==> config.mk <==
export PLATFORM = sky130hd
export DESIGN_NAME = count_snapshot_flat
export DESIGN_NICKNAME = d
export VERILOG_FILES = /design/src/rtl/count_pkg.sv /design/src/rtl/count_snapshot_if.sv /design/src/rtl/snap_fifo.sv /design/src/rtl/count_snapshot.sv /design/src/flat_wrapper.sv
export SDC_FILE = /design/constraint.sdc
export NUM_CORES = 1
export LEC_CHECK = 0
export CORE_MARGIN = 1
export CORE_UTILIZATION = 28
export CTS_BUF_LIST = sky130_fd_sc_hd__clkbuf_4
export DETAILED_ROUTE_END_ITERATION = 10
export GPL_ROUTABILITY_DRIVEN = 0
export MAX_ROUTING_LAYER = met4
export PLACE_DENSITY_LB_ADDON = 0.05
export SLEW_MARGIN = 20
export SYNTH_ARGS = -nofsm -noshare
export SYNTH_HDL_FRONTEND = slang
export SYNTH_SLANG_ARGS = --single-unit
==> constraint.sdc <==
create_clock -name clk -period 3.1 [get_ports clk]
set_clock_uncertainty 0.15 [all_clocks]
set_input_delay 0.31 -clock clk [delete_from_list [all_inputs] [get_ports clk]]
set_output_delay 0.31 -clock clk [all_outputs]
set_load 0.1 [all_outputs]
==> src/rtl/count_pkg.sv <==
// Shared types and default widths for the counter snapshot block.
// The snapshot word is {extension, count}, with the extension in the high part.
package count_pkg;

  localparam int CW_DEF = 8;
  localparam int EW_DEF = 8;
  localparam int SW_DEF = CW_DEF + EW_DEF;

  typedef enum logic [1:0] {
    IDLE   = 2'd0,
    DRIVE  = 2'd1,
    SAMPLE = 2'd2
  } state_e;

  typedef struct packed {
    logic [EW_DEF-1:0] ext;
    logic [CW_DEF-1:0] count;
  } snap_t;

endpackage

==> src/rtl/count_snapshot_if.sv <==
// Valid/ready snapshot stream from count_snapshot to the readout logic.
interface count_snapshot_if #(
  parameter int SW = 16
) ();

  logic [SW-1:0] snap_data;
  logic          snap_valid;
  logic          snap_ready;

  modport master (output snap_data, output snap_valid, input snap_ready);
  modport slave  (input snap_data, input snap_valid, output snap_ready);

endinterface

==> src/rtl/snap_fifo.sv <==
// First-word-fall-through FIFO for snapshots; the head reads as zero when empty.
// A push into a full FIFO succeeds only if a pop happens in the same cycle.
module snap_fifo #(
  parameter int W     = 16,
  parameter int DEPTH = 4
) (
  input  logic         clk,
  input  logic         rst,
  input  logic         push,
  input  logic [W-1:0] push_data,
  input  logic         pop,
  output logic [W-1:0] pop_data,
  output logic         full,
  output logic         empty
);

  localparam int AW = $clog2(DEPTH);
  localparam logic [AW:0] PTR_ONE = (AW + 1)'(1);

  // The extra MSB on each pointer separates full from empty.
  logic [AW:0]  wr_q, rd_q;
  logic [W-1:0] mem_q [DEPTH];
  logic         do_push, do_pop;

  assign empty   = (wr_q == rd_q);
  assign full    = ((wr_q ^ rd_q) == {1'b1, {AW{1'b0}}});
  assign do_pop  = pop && !empty;
  assign do_push = push && (!full || do_pop);

  always_ff @(posedge clk or negedge rst) begin
    if (!rst) begin
      wr_q <= '0;
      rd_q <= '0;
    end else begin
      if (do_push) wr_q <= wr_q + PTR_ONE;
      if (do_pop)  rd_q <= rd_q + PTR_ONE;
    end
  end

  // NOTE: storage has no reset; the pointers define what is valid, and the
  // empty-case zero is produced on the read side instead.
  always_ff @(posedge clk) begin
    if (do_push) mem_q[wr_q[AW-1:0]] <= push_data;
  end

  assign pop_data = empty ? '0 : mem_q[rd_q[AW-1:0]];

endmodule

==> src/rtl/count_snapshot.sv <==
// Reads the up/down counter bus on request, extends it with a carry-driven
// high byte and queues {ext, count} snapshots for the readout logic.
module count_snapshot
  import count_pkg::*;
#(
  parameter int CW    = CW_DEF,
  parameter int EW    = EW_DEF,
  parameter int DEPTH = 4
) (
  input  logic              clk,
  input  logic              rst,
  input  logic              start,
  input  logic              clr,
  input  logic [CW-1:0]     cnt_bus,
  input  logic              cnt_carry,
  output logic              rdb,
  count_snapshot_if.master  snap,
  output logic              busy,
  output logic              fifo_full,
  output logic              ext_ovf,
  output logic              drop
);

  localparam int SW = CW + EW;

  state_e        state_q;
  logic          rdb_q;
  logic          carry_q;
  logic [EW-1:0] ext_q, ext_d;
  logic          ext_ovf_q, ext_ovf_d;
  logic          drop_q, drop_d;
  logic          carry_rise, push, pop, fifo_empty;
  logic [SW-1:0] head;

  // NOTE: all sequential state uses non-blocking assignments so every
  // register samples pre-edge values regardless of block ordering.
  always_ff @(posedge clk or negedge rst) begin
    if (!rst) begin
      state_q <= IDLE;
      rdb_q   <= 1'b1;
    end else begin
      case (state_q)
        IDLE: if (start) begin
          state_q <= DRIVE;
          rdb_q   <= 1'b0;
        end
        DRIVE:  state_q <= SAMPLE;
        SAMPLE: begin
          state_q <= IDLE;
          rdb_q   <= 1'b1;
        end
        default: begin
          state_q <= IDLE;
          rdb_q   <= 1'b1;
        end
      endcase
    end
  end

  // The bus is only looked at in SAMPLE, so a floating bus never leaks in.
  assign push       = (state_q == SAMPLE);
  assign pop        = !fifo_empty && snap.snap_ready;
  assign carry_rise = cnt_carry && !carry_q;

  // NOTE: defaults first so no path through this block infers a latch.
  always_comb begin
    ext_d     = ext_q;
    ext_ovf_d = ext_ovf_q;
    drop_d    = drop_q;
    if (clr) begin
      ext_d     = '0;
      ext_ovf_d = 1'b0;
      drop_d    = 1'b0;
    end else begin
      if (carry_rise) begin
        ext_d = ext_q + EW'(1);
        if (&ext_q) ext_ovf_d = 1'b1;
      end
      if (push && fifo_full && !pop) drop_d = 1'b1;
    end
  end

  always_ff @(posedge clk or negedge rst) begin
    if (!rst) begin
      carry_q   <= 1'b0;
      ext_q     <= '0;
      ext_ovf_q <= 1'b0;
      drop_q    <= 1'b0;
    end else begin
      carry_q   <= cnt_carry;
      ext_q     <= ext_d;
      ext_ovf_q <= ext_ovf_d;
      drop_q    <= drop_d;
    end
  end

  snap_fifo #(
    .W     (SW),
    .DEPTH (DEPTH)
  ) u_fifo (
    .clk       (clk),
    .rst       (rst),
    .push      (push),
    .push_data ({ext_q, cnt_bus}),
    .pop       (pop),
    .pop_data  (head),
    .full      (fifo_full),
    .empty     (fifo_empty)
  );

  assign snap.snap_data  = head;
  assign snap.snap_valid = !fifo_empty;
  assign rdb             = rdb_q;
  assign busy            = (state_q != IDLE);
  assign ext_ovf         = ext_ovf_q;
  assign drop            = drop_q;

endmodule

==> src/flat_wrapper.sv <==
// flat-port wrapper written by rule: the top's interface ports become plain ports
module count_snapshot_flat import count_pkg::*;
#(
  parameter int CW    = CW_DEF,
  parameter int EW    = EW_DEF,
  parameter int DEPTH = 4
)
  (clk, rst, start, clr, cnt_bus, cnt_carry, rdb, busy, fifo_full, ext_ovf, drop, snap_snap_data, snap_snap_valid, snap_snap_ready);
  count_snapshot_if #(.SW(SW_DEF)) snap_i ();
  input  logic clk;
  input  logic rst;
  input  logic start;
  input  logic clr;
  input  logic [CW-1:0] cnt_bus;
  input  logic cnt_carry;
  output logic rdb;
  output logic busy;
  output logic fifo_full;
  output logic ext_ovf;
  output logic drop;
  output wire logic [$bits(snap_i.snap_data)-1:0] snap_snap_data;
  output wire logic [$bits(snap_i.snap_valid)-1:0] snap_snap_valid;
  input wire logic [$bits(snap_i.snap_ready)-1:0] snap_snap_ready;
  assign snap_snap_data = snap_i.snap_data;
  assign snap_snap_valid = snap_i.snap_valid;
  assign snap_i.snap_ready = snap_snap_ready;
  count_snapshot #(.CW(CW), .EW(EW), .DEPTH(DEPTH)) u_core (.clk(clk), .rst(rst), .start(start), .clr(clr), .cnt_bus(cnt_bus), .cnt_carry(cnt_carry), .rdb(rdb), .snap(snap_i), .busy(busy), .fifo_full(fifo_full), .ext_ovf(ext_ovf), .drop(drop));
endmodule
; ---- Word-level counts from Yosys, hierarchy flattened
; Memory sizes are Yosys's and may differ from the RTL's.
; Index checks and enable logic that the tools add are counted.
[op_classes]
div_mod_pow = 0
muxes = 14
n_mul = 0
n_addsub = 3
eq_ne = 5
bitwise = 2
reduce_logical = 19
shifts = 0
n_lt_le_gt_ge = 0
[op_table]
columns = operator, n
row1 = $mux W16, 1
row2 = $mux W8, 2
row3 = $add A8 B1 Y8 const B, 1
row4 = $mux W1, 8
row5 = $reduce_and A8 Y1, 1
row6 = $reduce_bool A2 Y1, 4
row7 = $add A3 B1 Y3 const B, 2
row8 = $logic_and A1 B1 Y1, 6
row9 = $logic_not A1 Y1, 4
row10 = $pmux W2 S2, 1
row11 = $reduce_and A2 Y1, 2
row12 = $eq A3 B3 Y1, 1
row13 = $eq A3 B3 Y1 const B, 1
row14 = $xor A3 B3 Y3, 1
row15 = $eq A2 B1 Y1 const B, 1
row16 = $eq A2 B2 Y1 const B, 1
row17 = $logic_not A2 Y1, 1
row18 = $mux W2, 1
row19 = $ne A2 B2 Y1 const B, 1
row20 = $pmux W1 S2, 1
row21 = $logic_or A1 B1 Y1, 1
row22 = $not A1 Y1, 1
[totals]
rom_bits = 0
latch_bits = 0
inputBits = 14
mem_bits_rw = 64
mem_count = 1
register_bits = 20
[memory_table]
columns = memory, depth, word_bits, read_ports, rd_ports_with_merged_regs, wr, line
row1 = u_core.u_fifo.mem_q, 4, 16, 1, 0, 1, snap_fifo.sv:22  ; logic [W-1:0] mem_q [DEPTH];

; ---- Depth between registers and ports, before layout
[logic_depth]
depth_word = 8
depth_mapped = 5
mapped_depth_nobuf = 4

; ---- By module
; From an unflattened synthesis, not the netlist that was laid out.
[hier_totals]
cells_unflattened = 197
hier_area_um2 = 3563.4
[by_module_without_submodules]
columns = module, cells_per_inst, area_each_um2, n_inst
row1 = snap_fifo, 136, 2901.5, 1
row2 = count_snapshot, 61, 661.9, 1

; ---- Least setup slack after synthesis
; Ideal clock, no wire load.
[synth_timing]
kind = reg2out
startpoint = reg u_core.u_fifo.rd_q[1]
endpoint = out fifo_full
path_slack_ps = -200
arrival_time_ps = 2840
required_ps = 2640
path_buffers = 1
stages_incl_launch_ff = 4
path_cell_list = dfrtp_1 buf_4 xor2_1 nor3_1
[synth_via]
elab_chain_cells = 2
[synth_lines]
columns = element, line
row1 = "start, declared", snap_fifo.sv:21  ; logic [AW:0] wr_q, rd_q;
row2 = "start signal, assigned", snap_fifo.sv:36  ; if (do_pop) rd_q <= rd_q + PTR_ONE;
row3 = $xor A3 B3 Y3, snap_fifo.sv:26  ; assign full = ((wr_q ^ rd_q) == {1'b1, {AW{1'b0}}});
row4 = $eq A3 B3 Y1, snap_fifo.sv:26
row5 = "end, declared", flat_wrapper.sv:18  ; output logic fifo_full;
; Every way passes these cells.

; ---- Worst setup path after layout
[layout_timing]
startpoint = reg u_core.u_fifo.rd_q[0]
endpoint = out snap_snap_data[13]
[layout_via]
elab_chain_cells = 2
elab_cells_between_ends = 3
[layout_lines]
columns = element, line
row1 = $mem_v2 Z4 W16 / $eq A3 B3 Y1 (equally long branches), n/a
row2 = $mux W16 *, snap_fifo.sv:46  ; assign pop_data = empty ? '0 : mem_q[rd_q[AW-1:0]];
row3 = "end, declared", flat_wrapper.sv:21  ; output wire logic [$bits(snap_i.snap_data)-1:0] snap_snap_data;
; Mark *: on every way between the ends. The rest lies on a longest branch, timed or not.

==> impl_results.md <==
* M1 WL at 2941 um
* Initial Utilization at 0.2901
* Reg2reg end: u_core.u_fifo.mem_q[3][15]
* Syn Area/Cell at 17.47 um^2
* Clk slew on worst S/H paths at 0.15 ns
* Hold-fix buffers at CTS at 0
* DRC at 0
* Commonest cells post-synth: edfxtp_1 (64), dfrtp_1 (19), mux4_2 (16)
* Hold Vio Cnt, Final at 0
* Met2 Wirelength at 3002 um
* Vias per cell at 4.238
* Placeable Area at 12160 um^2
* Unrepaired setup endpoints after global routing: no
* Worst slew pin tran at 0.9612 ns
* Maxcap violations at 0
* Die width at 114.3 um
* Synth top area share at 0.5447
* Final WL at 6277 um
* Synth Warn # at 0
* Mapped Cells at 202
* Synthesis-to-finish area growth at 25.57%
* CP max-delay cell: mux4_2
* WP buf/inv at 2
* Critical path required time at 2.64 ns
* Number of antenna-violating nets in the routed design at 0
* Yosys top cell by area: edfxtp_1
* Final setup violating endpoints at 0
* PostCTS Resize Cnt at 0
* DR iter-0 viols at 88
* Critical path class: reg2out
* Max-slew violations at 0
* Largest net degree at the start of global routing at 21
* Worst Hold Class: in2async
* Die Ht at 114.3 um
* Endpoint class of the critical path: output pin
* Remaining Overflow, GRT at 0
* H-tree Lvls at 3
* Sink Count at 84
* Max-slew headroom at 0.3572
* Most numerous cell in the Yosys netlist: edfxtp_1
* Top Family by Delay on Critical Path: multiplexers
* Top Layer Used: met4
* Diode count at 0
* Number of cell rows at 40
* Setup crit end: snap_snap_data[13]
* TritonCTS buffer count at 9
* Initial antenna violation count at 0
* Crit path cell chain: buf_4, mux4_2, nor2b_1, buf_12
* Reg-to-Reg Start: u_core.u_fifo.wr_q[1]
* Tot GR Track Use at 0.1113
* Worst reg-to-reg path cell count at 4
* Sequential share of the synthesized area at 0.6869
* Synthesized area at 3528 um^2
* Post-synth EDFFs at 64
* Vias in the first global route at 1856
* Synth top area cells: edfxtp_1 (54%), dfrtp_1 (13%), mux4_2 (10%)
* Place WS at 0.8218 ns
* Latest clock arrival within the worst-skew pair at 0.44 ns
* Top FF cell, synth: edfxtp_1
* IO Pins at 36
* Placed Area at 4264 um^2
* DR WL/cell at 14.95 um
* First-pass GRT wire length at 10230 um
* Fmax at 0.3852 GHz
* Worst setup margin at 0.5039 ns
* DR pass1 iterations at 4
* Critical Path Source: u_core.u_fifo.rd_q[0]
* R2r setup slk at 1.03 ns
* DR vias at 1780
* Met3 WL post-DR at 216 um
* Total negative setup slack at 0 ns
* Die area at 13050 um^2
* CTS tree: done
* Post-Layout Inst Area at 4431 um^2
* Status: finished clean
* Share of layout cells above drive strength 1 at 0.2937
* Crit path DAT at 2.14 ns
* Fin crit period at 2.596 ns
* Final period util at 0.8375
* Synthesized netlist net count at 222
* PortBufs at 35
* Crit. path cell count at 4
* Async SR Flop Fraction at 0.2381
* Worst path max stage delay at 0.57 ns
* Net count reported at finish at 267
* Crit Path Max Fanout at 18
* Crit path launch type: register
* Detailed Place HPWL at 4019 um
* Clk root buf: clkbuf_4
* Setup bufs post-CTS at 0
* Post-synth cell types at 36
* Clk buf depth at 2
* Yosys reg bits at 84
* Core Util, Final at 0.3643
[final cells by class]
type / instances / area [um^2]
clock buffers: 11 / 82.58
multi-input cells: 102 / 1032
well taps: 168 / 210.2
repair buffers: 40 / 560.5
clock inverters: 5 / 83.83
inverters: 10 / 37.54
flip-flops and latches: 84 / 2424
fillers: 1151 / 7731
[cell families after synthesis]
kind of cell,share of synthesized area
buffers and inverters,0.02340
AND/OR/NAND/NOR,0.08617
flip-flops,0.6869
AO/OA/AOI/OAI,0.03936
multiplexers,0.1135
adder cells (fa/ha/maj),0.02128
XOR/XNOR,0.02943
[worst register-to-register path, stage by stage, from the launching register on]
cell,delay (ns)
dfrtp_1,0.47
xor2_1,0.48
nor4_2,0.15
nor3_2,0.17
buf_4,0.30
[routing by layer]
metal  global-route usage  vias to the layer above
met5                    -                        -
met4              0.04935                        0
li1                     -                      865
met3              0.03176                       10
met2               0.1616                       33
met1               0.1447                      872
[state kept, by name, indices dropped and copies added (netlist names)]
name,cells
u_core.u_fifo.mem_q,64
u_core.ext_q,8
u_core.u_fifo.rd_q,3
u_core.u_fifo.wr_q,3
u_core.state_q,2
u_core.carry_q,1
u_core.drop,1
u_core.ext_ovf,1
u_core.rdb,1
[how the worst min path moves through the flow]
stage | start | endpoint | slack, ns | depth (start not counted)
finish | rst | u_core.u_fifo.rd_q[1] | 0.04 | 2
detailed placement | u_core.state_q[1] | u_core.state_q[1] | 0.31 | 1
global route | rst | u_core.u_fifo.rd_q[1] | 0.04 | 2
global placement | u_core.state_q[1] | u_core.state_q[1] | 0.33 | 1
floorplan | rst | u_core.carry_q | -0.14 | 0
CTS | rst | u_core.u_fifo.rd_q[1] | 0.02 | 2
[stage by stage]
stage                     std cells  hold slack [ns]
final                           420          0.03574
after floorplan                 202          -0.1356
after global routing            420          0.04061
after detailed placement        404           0.3111
after global placement          404           0.3252
after CTS                       420          0.02271
[placed cells by master, fill, tap and decap left out, drive strengths merged, types with 6 or more instances in the layout]
cell type,count
edfxtp,64
buf,26
dfrtp,19
nor2b,17
mux4,16
clkdlybuf4s50,14
clkbuf,11
inv,11
xnor2,6
a21oi,6
ha,6
Power is not shown: default switching activity piles up to over one toggle a cycle in this logic, so the estimate is an artifact.
